===== config.mk =====
export PLATFORM = sky130hd
export DESIGN_NAME = not_stage
export DESIGN_NICKNAME = d
export VERILOG_FILES = /design/src/rtl/not_stage_pkg.sv /design/src/rtl/skid_buffer.sv /design/src/rtl/not_stage.sv
export SDC_FILE = /design/constraint.sdc
export NUM_CORES = 1
export LEC_CHECK = 0
export BUFFER_PORTS_ARGS = -buffer_cell sky130_fd_sc_hd__buf_2
export CAP_MARGIN = 20
export CORE_MARGIN = 4
export CORE_UTILIZATION = 40
export DETAILED_ROUTE_END_ITERATION = 7
export GPL_ROUTABILITY_DRIVEN = 0
export PLACE_DENSITY_LB_ADDON = 0.3
export SYNTH_ARGS = -nofsm -noshare
export SYNTH_HDL_FRONTEND = slang
export SYNTH_SLANG_ARGS = --single-unit
export TNS_END_PERCENT = 1

===== constraint.sdc =====
create_clock -name clk -period 1.85 [get_ports clk]
set_input_delay 0.37 -clock clk [delete_from_list [all_inputs] [get_ports clk]]
set_output_delay 0.37 -clock clk [all_outputs]
set_load 0.05 [all_outputs]

===== src/rtl/not_stage_pkg.sv =====
// Shared ALU definitions used by the NOT slice: default width, opcode and
// the result-plus-flags record carried through the datapath.
package not_stage_pkg;

  localparam int unsigned SIZE_DEFAULT = 4;
  localparam int unsigned MAX_SIZE     = 64;

  // Opcode the operand mux decodes to route work into this slice.
  localparam logic [3:0] OP_NOT = 4'h9;

  typedef struct packed {
    logic [MAX_SIZE-1:0] data;
    logic                zero;
    logic                ones;
  } not_result_t;

endpackage


===== src/rtl/skid_buffer.sv =====
// Two-entry valid/ready pipe: a main output register plus one skid register,
// with a registered ready that never depends combinationally on out_ready.
module skid_buffer
  import not_stage_pkg::*;
#(
  parameter int unsigned WIDTH = 8
) (
  input  logic             clk,
  input  logic             rst_n,
  input  logic             in_valid,
  output logic             in_ready,
  input  logic [WIDTH-1:0] in_data,
  output logic             out_valid,
  input  logic             out_ready,
  output logic [WIDTH-1:0] out_data
);

  logic             out_valid_reg, out_valid_next;
  logic [WIDTH-1:0] out_data_reg, out_data_next;
  logic             skid_full_reg, skid_full_next;
  logic [WIDTH-1:0] skid_data_reg, skid_data_next;
  logic             accept;
  logic             load_out;

  always_comb begin
    out_valid_next = out_valid_reg;
    out_data_next  = out_data_reg;
    skid_full_next = skid_full_reg;
    skid_data_next = skid_data_reg;
    accept         = in_valid && !skid_full_reg;
    load_out       = !out_valid_reg || out_ready;

    if (load_out) begin
      // A full skid always drains first; in_ready was low so nothing arrives.
      if (skid_full_reg) begin
        out_data_next  = skid_data_reg;
        out_valid_next = 1'b1;
        skid_full_next = 1'b0;
      end else if (accept) begin
        out_data_next  = in_data;
        out_valid_next = 1'b1;
      end else begin
        out_valid_next = 1'b0;
      end
    end else if (accept) begin
      skid_data_next = in_data;
      skid_full_next = 1'b1;
    end
  end

  always_ff @(posedge clk or negedge rst_n) begin
    if (!rst_n) begin
      out_valid_reg <= 1'b0;
      out_data_reg  <= '0;
      skid_full_reg <= 1'b0;
      skid_data_reg <= '0;
    end else begin
      out_valid_reg <= out_valid_next;
      out_data_reg  <= out_data_next;
      skid_full_reg <= skid_full_next;
      skid_data_reg <= skid_data_next;
    end
  end

  assign in_ready  = !skid_full_reg;
  assign out_valid = out_valid_reg;
  assign out_data  = out_data_reg;

endmodule


===== src/rtl/not_stage.sv =====
// Registered bitwise-NOT slice with zero/all-ones flags, fed through a
// two-entry skid buffer for full throughput under back-pressure.
module not_stage
  import not_stage_pkg::*;
#(
  parameter int unsigned SIZE = SIZE_DEFAULT
) (
  input  logic            clk,
  input  logic            rst_n,
  input  logic            in_valid,
  output logic            in_ready,
  input  logic [SIZE-1:0] q,
  output logic            out_valid,
  input  logic            out_ready,
  output logic [SIZE-1:0] q_not,
  output logic            res_zero,
  output logic            res_ones
);

  logic            rst_meta_reg;
  logic            run_reg;
  logic [SIZE-1:0] inv;
  logic            inv_zero;
  logic            inv_ones;
  logic [SIZE+1:0] pipe_in;
  logic [SIZE+1:0] pipe_out;
  logic            pipe_valid;
  logic            skid_ready;

  // Reset asserts immediately; release waits two edges so the pipe never
  // sees a partially released reset.
  always_ff @(posedge clk or negedge rst_n) begin
    if (!rst_n) begin
      rst_meta_reg <= 1'b0;
      run_reg      <= 1'b0;
    end else begin
      rst_meta_reg <= 1'b1;
      run_reg      <= rst_meta_reg;
    end
  end

  genvar gi;
  generate
    for (gi = 0; gi < SIZE; gi++) begin : g_inv
      assign inv[gi] = ~q[gi];
    end
  endgenerate

  // Flags are computed before storage so they stay locked to their result.
  assign inv_zero = ~|inv;
  assign inv_ones = &inv;
  assign pipe_in  = {inv_ones, inv_zero, inv};

  skid_buffer #(
    .WIDTH(SIZE + 2)
  ) u_skid (
    .clk      (clk),
    .rst_n    (rst_n),
    .in_valid (in_valid && run_reg),
    .in_ready (skid_ready),
    .in_data  (pipe_in),
    .out_valid(pipe_valid),
    .out_ready(out_ready),
    .out_data (pipe_out)
  );

  assign in_ready  = skid_ready && run_reg;
  assign out_valid = pipe_valid;
  assign q_not     = pipe_out[SIZE-1:0];
  assign res_zero  = pipe_valid && pipe_out[SIZE];
  assign res_ones  = pipe_valid && pipe_out[SIZE+1];

endmodule


==> results.yml <==
clocking:
  root_buffer: "clkbuf_4"
  ctsResizeCount: 0
  cts_buffer_depth: 2
  clock-sinks: 16
  cts_buffers: 3
  clkLatencyLatePin_ps: 280
  clk_pin_slew_ps: 90
  cts_tree: "built"
  htreeDepth: 1
global_routing:
  grt_overflow: 0
  grtUsageTotal: 0.114
  antenna_found_initial: 0
  grt_pass1_wl_um: 2130
  grt_max_degree: 17
  grt_pass1_vias: 479
pwr:
  p_sw_uw: 308
  p_per_area_nw_per_um2: 1040
  seq_power_share: 0.486
  comb_power_share: 0.268
  irDropWorstVdd_mv: 0.356
  fin_total_pwr_uw: 921
  sw_frac_of_total: 0.335
  p_int_uw: 612
  p_leak_nw: 0.451
  clock_power_share: 0.245
cells_and_area:
  synthToLayoutAreaGrowth_pct: 14.4
  final_common_cell: "dfrtp_1"
  layout_common_cells: "dfrtp_1, buf_2, mux2_4, nand2_1"
  instances_no_fill: 100
  fill_cells: 164
  n_antenna_cell: 0
  finish.utilization: 0.495
  drive_above_1_share: 0.453
  fin_nets: 84
hold_path:
  min_path_type: "primary input to flop"
sta:
  finalSetupViolCount: 0
  fin_tns_setup_ps: 0
  finalHoldViolCount: 0
  max_freq_mhz: 582
  fin_crit_sh: 0.929
  min_period_ps: 1720
  rsz0062_at_grt: "false"
  skew_ps: 1.18
  layout_setup_ws_ps: 131
  maxSlewViolCount: 0
route:
  vias: 451
  drt_iter0_drc: 10
  postRouteAntennaNets: 0
  routed.top_layer: "met4"
  wl_met3_um: 56
  route.detailed.drc: 0
  wire_per_inst_um: 12.7
  drt_wl_total_um: 1270
  m1WireLength_um: 587
  drt_pass1_iterations: 4
  dr_wl_met2_um: 596
  via_per_inst: 4.51
logic_synthesis:
  yosysTopAreaCellShare: 0.519
  avgSynthCellArea_um2: 12.8
  ys_seq_area_frac: 0.519
  synth_edf_count: 0
  syn_inst: 60
  ys_seq_elements: 16
  yosysWarnings: 0
  postSynth.asyncResetShare: 1.00
  synth_area_um2: 771
  ys_top_cells_by_area: "dfrtp_1, mux2_4, mux2i_1"
  synth_nets: 68
  synth_flop_cell: "dfrtp_1"
  synth_top_area_cell: "dfrtp_1"
  netlist-cell-type-count: 21
die:
  core-area_um2: 1780
  die_h_um: 51.9
  die_x_um: 51.9
  pin_count: 16
  num_rows: 15
  die-area_um2: 2690
  start_util: 0.432
placed_design:
  placed_cells: 95
  pre_cts_ws_ps: 450
  post-dp-hpwl_um: 948
  port_buffers: 15
critical_path:
  critPathLaunchType: "flop"
  cp_max_fo: 12
  worstPathArrival_ps: 1350
  critPathKind: "flop to primary output"
  worstPathRequired_ps: 1480
  critPathCaptureType: "primary output"
run_status:
  status: "completed"
job:
  maxCapViolations: 0
metal layers:
| metal | GRT usage | up-vias |
|---|---|---|
| met4 | 0.105 | 0 |
| li1 | - | 223 |
| met2 | 0.159 | 11 |
| met5 | 0 | - |
| met1 | 0.147 | 215 |
| met3 | 0.0201 | 2 |
critical path, cell delays in order, from the launching register on:
cell and delay, ps:
dfrtp_1 540, nor2b_2 230, buf_2 290
cells by family (layout without fill, tap and decap cells):
| kind of cell | after synthesis | after routing | share of synthesized area |
|---|---|---|---|
| buffers and inverters | 9 | 24 | 0.0730 |
| and+or+nand+nor | 15 | 15 | 0.138 |
| other | 1 | 1 | 0.00487 |
| DFF | 16 | 16 | 0.519 |
| muxes | 14 | 14 | 0.227 |
| AOI/OAI and AO/OA | 5 | 5 | 0.0373 |
synth_stat cells (2+ instances only):
cell / number
mux2i_1: 4
dfrtp_1: 16
nand2_1: 5
inv_1: 4
mux2_2: 3
and2_1: 2
mux2_4: 6
o21ai_0: 4
buf_4: 4
path summary, 6_finish.rpt:
kind	slack, ps	cells after the start	endpoint	from
min in group asynchronous	520	2	run_reg$_DFF_PN0_	rst_n
worst max-delay path	130	2	in_ready	u_skid.skid_full_reg$_DFFE_PN0P_
worst min register to register	370	0	run_reg$_DFF_PN0_	rst_meta_reg$_DFF_PN0_
worst min-delay path	300	2	u_skid.skid_data_reg[1]$_DFFE_PN0P_	q[1]
worst max register to register	430	3	u_skid.out_data[3]$_DFFE_PN0P_	u_skid.skid_full_reg$_DFFE_PN0P_
max in group asynchronous	1080	2	u_skid.skid_data_reg[2]$_DFFE_PN0P_	rst_n
power by group through the flow:
stage / clock network [mW] / logic, mW / registers [mW]
finish: 0.226 / 0.247 / 0.448
global route: 0.255 / 0.265 / 0.456
CTS: 0.236 / 0.251 / 0.448
detailed placement: 0 / 0.249 / 0.454
global placement: 0 / 0.246 / 0.453
floorplan: 0 / 0.220 / 0.451
final cells by class:
type	count	area (um2)	share of cell area
multi-input combinational	35	314	0.356
clock buffer	4	36.3	0.0411
tap	25	31.3	0.0355
inverter	4	15.0	0.0170
timing repair buffer	16	85.1	0.0965
sequential	16	400	0.454
timing repair:
action	CTS	global route
endpoints found under the hold margin	16	0
buffers inserted	0	0
hold buffers	1	0
stage by stage:
stage          instance area, um2  hold slack, ps
2_1_floorplan                 771            74.4
3_3_place_gp                  836             298
3_5_place_dp                  836             299
4_1_cts                       882             290
5_1_grt                       882             288
6_report                      882             298
(Power assumes the default switching activity.)
